[config.mk]
export PLATFORM = sky130hd
export DESIGN_NAME = neurorisc_spike_ingress
export DESIGN_NICKNAME = d
export VERILOG_FILES = /design/src/rtl/neurorisc_pkg.sv /design/src/rtl/neurorisc_debounce.sv /design/src/rtl/neurorisc_spike_ingress.sv
export SDC_FILE = /design/constraint.sdc
export NUM_CORES = 1
export LEC_CHECK = 0
export BUFFER_PORTS_ARGS = -buffer_cell sky130_fd_sc_hd__buf_4
export CORE_UTILIZATION = 49
export DETAILED_ROUTE_END_ITERATION = 6
export GPL_ROUTABILITY_DRIVEN = 0
export PLACE_DENSITY = 0.78
export SYNTH_ARGS = -nofsm -noshare
export SYNTH_HDL_FRONTEND = slang
export SYNTH_HIERARCHICAL = 1
export SYNTH_SLANG_ARGS = --single-unit
[constraint.sdc]
create_clock -name clk -period 1.7 [get_ports clk]
set_input_delay 0.34 -clock clk [delete_from_list [all_inputs] [get_ports clk]]
set_output_delay 0.34 -clock clk [all_outputs]
set_load 0.005 [all_outputs]
[src/rtl/neurorisc_pkg.sv]
// Shared NeuroRISC types: spike channel ids, ingress FSM states and the
// channel-search helper used by the spike ingress block.
package neurorisc_pkg;

   localparam int DATA_W       = 32;
   localparam int NUM_SPIKE_CH = 4;

   typedef logic [1:0] spike_ch_t;

   typedef enum logic {
      ING_IDLE,
      ING_SEND
   } ing_state_t;

   // Returns {found, ch}: the lowest set bit of mask at index >= from.
   function automatic logic [2:0] first_ch(input logic [NUM_SPIKE_CH-1:0] mask,
                                           input logic [2:0]              from);
      first_ch = 3'b000;
      for (int i = NUM_SPIKE_CH - 1; i >= 0; i--) begin
         if (mask[i] && (3'(i) >= from)) first_ch = {1'b1, 2'(i)};
      end
   endfunction

endpackage

[src/rtl/neurorisc_debounce.sv]
// Step button front end: 2-flop synchronizer, stability-counter debounce and
// a one-cycle pulse on every 0->1 change of the debounced level.
module neurorisc_debounce #(
   parameter int DEBOUNCE_CYCLES = 500000
) (
   input  logic clk,
   input  logic rst_n,
   input  logic button_in,
   output logic level,
   output logic rise
);

   localparam int CW = $clog2(DEBOUNCE_CYCLES + 1);

   logic          sync1;
   logic          sync2;
   logic [CW-1:0] cnt;

   // NOTE: sequential state is assigned with <= only, so every flop samples
   // pre-edge values regardless of statement order.
   always_ff @(posedge clk or negedge rst_n) begin
      if (!rst_n) begin
         sync1 <= 1'b0;
         sync2 <= 1'b0;
         cnt   <= '0;
         level <= 1'b0;
         rise  <= 1'b0;
      end else begin
         sync1 <= button_in;
         sync2 <= sync1;
         rise  <= 1'b0;
         if (sync2 == level) begin
            cnt <= '0;
         end else if (cnt == CW'(DEBOUNCE_CYCLES - 1)) begin
            level <= sync2;
            rise  <= sync2;
            cnt   <= '0;
         end else begin
            cnt <= cnt + CW'(1);
         end
      end
   end

endmodule

[src/rtl/neurorisc_spike_ingress.sv]
// Snapshots the four spike channels on each debounced step press and streams
// them as (channel, value) beats. SPIKE_INGRESS_SKIP_ZERO_EN drops zero channels.
module neurorisc_spike_ingress
   import neurorisc_pkg::*;
#(
   parameter int DATA_W          = neurorisc_pkg::DATA_W,
   parameter int DEBOUNCE_CYCLES = 500000,
   parameter int CNT_W           = 16
) (
   input  logic              clk,
   input  logic              rst_n,
   input  logic              button_in,
   input  logic [DATA_W-1:0] spike_a,
   input  logic [DATA_W-1:0] spike_b,
   input  logic [DATA_W-1:0] spike_c,
   input  logic [DATA_W-1:0] spike_d,
   output logic              out_valid,
   input  logic              out_ready,
   output logic [1:0]        out_ch,
   output logic [DATA_W-1:0] out_data,
   output logic              busy,
   output logic              overrun,
   output logic [CNT_W-1:0]  step_count
);

   ing_state_t        state;
   ing_state_t        state_nxt;
   logic [DATA_W-1:0] spike_in [NUM_SPIKE_CH];
   logic [DATA_W-1:0] snap     [NUM_SPIKE_CH];
   spike_ch_t         ch;
   spike_ch_t         start_ch;
   spike_ch_t         adv_ch;
   logic              ch_valid;
   logic              ch_last;
   logic              btn_level;
   logic              btn_rise;
   logic              step;
   logic              xfer;

   neurorisc_debounce #(
      .DEBOUNCE_CYCLES(DEBOUNCE_CYCLES)
   ) u_debounce (
      .clk      (clk),
      .rst_n    (rst_n),
      .button_in(button_in),
      .level    (btn_level),
      .rise     (btn_rise)
   );

   assign step     = btn_rise & btn_level;
   assign spike_in = '{spike_a, spike_b, spike_c, spike_d};
   assign xfer     = out_valid & out_ready;

`ifdef SPIKE_INGRESS_SKIP_ZERO_EN
   logic [NUM_SPIKE_CH-1:0] in_nz;
   logic [NUM_SPIKE_CH-1:0] snap_nz;
   logic [2:0]              first_in;
   logic [2:0]              next_snap;

   always_comb begin
      for (int i = 0; i < NUM_SPIKE_CH; i++) begin
         in_nz[i]   = (spike_in[i] != '0);
         snap_nz[i] = (snap[i] != '0);
      end
   end

   assign first_in  = first_ch(in_nz, 3'd0);
   assign next_snap = first_ch(snap_nz, {1'b0, ch} + 3'd1);
   assign start_ch  = first_in[1:0];
   assign adv_ch    = next_snap[1:0];
   assign ch_valid  = snap_nz[ch];
   assign ch_last   = ~next_snap[2];
`else
   assign start_ch = '0;
   assign adv_ch   = ch + 2'd1;
   assign ch_valid = 1'b1;
   assign ch_last  = (ch == 2'(NUM_SPIKE_CH - 1));
`endif

   always_ff @(posedge clk or negedge rst_n) begin
      if (!rst_n) state <= ING_IDLE;
      else        state <= state_nxt;
   end

   // NOTE: a default assignment first keeps every path driven, so no latch.
   always_comb begin
      state_nxt = state;
      case (state)
         ING_IDLE: if (step) state_nxt = ING_SEND;
         ING_SEND: if (!ch_valid || (xfer && ch_last)) state_nxt = ING_IDLE;
         default:  state_nxt = ING_IDLE;
      endcase
   end

   always_comb begin
      busy      = (state == ING_SEND);
      out_valid = busy & ch_valid;
      out_ch    = ch;
      out_data  = snap[ch];
   end

   // NOTE: the four-entry snapshot is plain flops, reset so out_data reads 0
   // after reset; a large RAM-style array would not be reset.
   always_ff @(posedge clk or negedge rst_n) begin
      if (!rst_n) begin
         for (int i = 0; i < NUM_SPIKE_CH; i++) snap[i] <= '0;
         ch         <= '0;
         step_count <= '0;
         overrun    <= 1'b0;
      end else begin
         if (state == ING_IDLE && step) begin
            snap       <= spike_in;
            ch         <= start_ch;
            step_count <= step_count + CNT_W'(1);
         end else if (state == ING_SEND && xfer) begin
            ch <= ch_last ? '0 : adv_ch;
         end
         // A press while a snapshot is still draining is dropped but flagged.
         if (state == ING_SEND && step) overrun <= 1'b1;
      end
   end

endmodule

# [After elaboration in Yosys (flattened, before gate mapping)]
# Index checks and enable logic that the tools add are counted.
[totals] ff_bits=171 out_inout_bits=53 wordCells=44
[op_classes] add_sub_neg=3 n_lt_le_gt_ge=1 eq_ne=3 mux=13 bitwise=5 reduce_logical=6
[ops] cell="32-bit binary-select mux with 2-bit select" count=1
[ops] cell="32-bit two-way mux" count=2
[ops] cell="19-bit two-way mux" count=2
[ops] cell="19-bit by 1-bit adder with 19-bit output (second input constant)" count=1
[ops] cell="19-bit equality test (second input constant)" count=1
[ops] cell="16-bit by 1-bit adder with 16-bit output (second input constant)" count=1
[ops] cell="2-bit two-way mux" count=3
[ops] cell="1-bit logical AND" count=4
[ops] cell="1-bit two-way mux" count=4
[ops] cell="3-bit >= comparator (second input constant)" count=1
[ops] cell="2-bit NOT with 3-bit output" count=1
[ops] cell="2-bit by 1-bit adder with 2-bit output (second input constant)" count=1
[ops] cell="1-bit bitwise AND" count=2
[ops] cell="2-bit equality test (second input constant)" count=1
[ops] cell="1-bit NOT" count=2
[ops] cell="1-bit case mux with 2 select lines" count=1
[ops] cell="2-bit AND reduction" count=1
[ops] cell="2-bit nonzero test" count=1
[ops] cell="1-bit equality test" count=1

# [Longest topological paths before layout]
[logic_depth] ltp_word=4 ltp_mapped=6 mapped_depth_nobuf=5

# [Cells and area by module]
# Netlist, hierarchy kept.
[by_module_without_submodules] module="neurorisc_spike_ingress" n_inst=1 cells_per_inst=385 area_each_um2=6608.8
[by_module_without_submodules] module="neurorisc_debounce" n_inst=1 cells_per_inst=110 area_each_um2=1118.6

# [Least setup slack after synthesis]
# No wires, ideal clock.
[synth_timing] path_kind="reg-to-reg" from="register u_debounce.cnt[12]" to="register u_debounce.cnt[10]" setup_time_ns=0.121 arrival_ns=1.586 required_time_ns=1.579 slack_ns=-0.008 path_stages_with_launch=6 n_path_buf=1 period_less_slack_ns=1.708 path_cell_list="dfrtp_1 > nor4b_1 > nand2_1 > o31ai_4 > buf_2 > nor2_1"
[synth_via] elab_chain_len=3
[synth_lines] item="from (decl)" line_no="neurorisc_debounce.sv:17" text="logic [CW-1:0] cnt;"
[synth_lines] item="from (signal assigned)" line_no="neurorisc_debounce.sv:39" text="cnt <= cnt + CW'(1);"
[synth_lines] item="19-bit equality test" line_no="neurorisc_debounce.sv:34" text="end else if (cnt == CW'(DEBOUNCE_CYCLES - 1)) begin"
[synth_lines] item="19-bit two-way mux" line_no="neurorisc_debounce.sv:34"
[synth_lines] item="19-bit two-way mux" line_no="neurorisc_debounce.sv:32" text="if (sync2 == level) begin"
# Every way passes these cells.
# A chain may end at the register's enable or synchronous reset.

# [Worst setup path after layout]
[layout_timing] from="register ch[0] (netlist: out_ch[0])" to="output out_data[11]"
[layout_via] elab_chain_len=4
[layout_lines] item="from (decl)" line_no="neurorisc_spike_ingress.sv:30" text="spike_ch_t ch;"
[layout_lines] item="from (signal assigned)" line_no="neurorisc_spike_ingress.sv:113" text="ch <= start_ch;"
[layout_lines] item="from (signal assigned)" line_no="neurorisc_spike_ingress.sv:116" text="ch <= ch_last ? '0 : adv_ch;"
[layout_lines] item="2-bit NOT with 3-bit output (implied by the code)" line_no="neurorisc_spike_ingress.sv:99" text="out_data = snap[ch];"
[layout_lines] item="32-bit binary-select mux with 2-bit select" line_no="neurorisc_spike_ingress.sv:99"
[layout_lines] item="32-bit two-way mux (implied by the code) (2 in series)" line_no="neurorisc_spike_ingress.sv:99"
[layout_lines] item="to (decl)" line_no="neurorisc_spike_ingress.sv:20" text="output logic [DATA_W-1:0] out_data,"
# Every way passes these cells. The select of a mux whose other input is x is not followed.

==> flow_summary.ini <==
[pwr]
power_frac_clock = 0.348
seqPwrFrac = 0.377
swShare = 0.249
power_density_mw_per_mm2 = 1120
switching_power_uw = 2910
vdd_ir_drop_max_v = 0.000774
power.leakage_uw = 0.00489
p_int_uw = 8790
p_comb_frac = 0.275

[status]
violations = setup timing
status = finished with violations

[sta]
slew_headroom = 0.735
fin_ws_ns = -0.388
rsz0062_at_grt = yes
setup_viol = 33
period_minus_slack_ns = 2.09
fmax_ghz = 0.479
final.setup.tns_ns = -11.43
tightest_slew_ns = 0.394
final_hold_viol_count = 0
fin_skew_ns = 0.0111
slew_viol_final = 0
period_share = 1.23

[die]
die_area_mm2 = 0.0163
start_util = 0.505
num_rows = 45
fp.coreArea_mm2 = 0.0153
ios = 185
die_h_um = 128
die_x_um = 128

[clock_tree]
cts_made_buffers = 17
path_clk_slew_ns = 0.06
clock_path_buffers = 2
htreeDepth = 4
cts_tree = built
clock_latency_ns = 0.42
cts_root_buf = clkbuf_16
cts_sinks = 171

[logic_synthesis]
yosys-top-cells-area = dfrtp_1 55%, mux2_2 12%, mux4_2 9.3%
syn_inst = 495
synth.largest_area_cell = dfrtp_1
synth-edff-count = 0
async_reset_ff_frac = 1.00
synthMuxAreaShare = 0.305
seq_area_frac_synth = 0.554
synth_top_area_frac = 0.554
synth_most_common_cell = dfrtp_1
synth_compound_area_frac = 0.00842
yosys.area_share.adder = 0.00486
avgSynthCellArea_um2 = 15.6
synthFlopType = dfrtp_1
yosys.cell_types.count = 38
synth_common_cells = 171 x dfrtp_1, 85 x mux2_2, 45 x mux2_4, 32 x mux4_2, 24 x xnor2_1
synth_nets = 630
ys_ff_latch = 171
synth_top_family_by_area = multiplexers
netlist_area_mm2 = 0.00773
synth_xor_area_frac = 0.0351
ys_warn_count = 6
synthSimpleGateAreaFrac = 0.0648

[place]
place_ws_ns = -0.0784
port_buffers = 184
hpwl_mm = 12.1
place_inst = 889
place_area_mm2 = 0.00950

[cells_and_area]
synthToLayoutAreaGrowth_pct = 35.2
nets = 848
final_area_mm2 = 0.0105
diodes = 0
instances_no_fill = 937
drive_above_1_share = 0.616

[drt]
ant_nets = 0
first_iter_violations = 278
via_per_inst = 5.34
vias = 5006
first_pass_iters = 4
drt-total-wl_mm = 17.4
post_drt_wl_per_cell_um = 18.6
drc = 0

[grt]
grt_pass1_wl_mm = 27.5
grt_overflow = 0
track_usage = 0.222
antenna_found_initial = 0
grt_start_max_net_pins = 61
first_global_vias = 5425

[worst_hold_path]
hold_class = input port to register

[worst_setup_path]
endpoint_kind = primary output
cp.required_ns = 1.36
crit_fanout = 7
startpoint_type = register
arrival_ns = 1.75
crit_type = register to primary output

[job]
cap_viol_max_count = 0
[power groups by stage]
| stage | registers, uW | clock network (uW) | logic, uW |
|---|---|---|---|
| after global placement | 4480 | 0 | 2740 |
| final | 4410 | 4060 | 3220 |
| after global routing | 4430 | 4290 | 3440 |
| after detailed placement | 4490 | 0 | 2790 |
| after CTS | 4400 | 4160 | 3080 |
| after floorplan | 4420 | 0 | 1390 |
[registers in the layout, summed over array words and instances, names as in the netlist]
signal,count
u_debounce/rise,1
busy,1
u_debounce/sync2,1
snap,128
u_debounce/sync1,1
out_ch,2
u_debounce/cnt,19
step_count,16
overrun,1
u_debounce/level,1
[critical path, stage by stage (launching register included)]
cell,delay [ns]
dfrtp_2,0.39
buf_4,0.12
buf_12,0.13
mux4_2,0.54
buf_6,0.14
[cells by family after synthesis]
group / after synthesis
xor+xnor: 31
compound gates: 7
flops: 171
fa+ha+maj: 3
buf+inv: 32
simple gates: 89
mux: 162
[layout by cell type (no fill, tap or decap), types with 2 or more instances in the layout]
cell type / n
clkinv_2: 2
inv_1: 4
clkinv_4: 2
clkbuf_16: 18
mux2_2: 85
mux2_4: 45
ha_1: 2
and4_1: 2
xnor2_1: 24
nor2_1: 19
nor3_2: 2
xor2_1: 7
inv_6: 3
buf_6: 24
clkinvlp_4: 2
dfrtp_1: 162
nor3_1: 4
nand3_1: 14
dfrtp_2: 9
and3_1: 5
buf_4: 190
a31o_2: 2
bufinv_16: 3
mux4_2: 32
clkbuf_8: 3
nor4_1: 3
nor4b_4: 2
nand2_1: 15
buf_12: 11
nand4_1: 12
[path summary, 6_finish.rpt]
path / startpoint / to / slack (ns) / cells past startpoint
worst max register to register: u_debounce/cnt[5] / u_debounce/cnt[17] / 0.04 / 4
worst max-delay path: out_ch[0] / out_data[11] / -0.39 / 4
worst min register to register: u_debounce/sync1 / u_debounce/sync2 / 0.36 / 0
max in group asynchronous: rst_n / snap[57] / 0.74 / 3
min in group asynchronous: rst_n / u_debounce/cnt[0] / 0.40 / 2
worst min-delay path: button_in / u_debounce/sync1 / 0.03 / 1
[area by class of cell]
cell class              instances  area [um^2]
flip-flops and latches        171         4290
repair buffers                227         1950
fillers                      1067         4860
inverters                       4         15.0
multi-input cells             292         3300
clock inverters                12          159
well taps                     211          264
clock buffers                  20          467
[timing repair]
item	4_1_cts	5_1_grt
cloned	1	1
gates resized for setup	16	33
buffers inserted	8	7
pin swaps	2	10
setup endpoints to repair	52	52
hold buffers	1	0
hold endpoints to repair	35	0
[through the flow]
stage	total power, uW	utilization	hold slack, ns
after floorplan	5810	-	0.0444
after global placement	7220	0.621	0.277
after detailed placement	7280	0.621	0.284
after CTS	11600	0.670	0.00719
after global routing	12200	0.682	0.00878
final	11700	0.682	0.0282
[per-layer routing]
layer	GRT usage	up-vias	wire [um]
met3	0.0511	47	967
li1	-	2242	-
met4	0.0997	0	546
met5	0	-	0
met2	0.375	177	8950
met1	0.272	2540	6920
(Power assumes the default switching activity.)
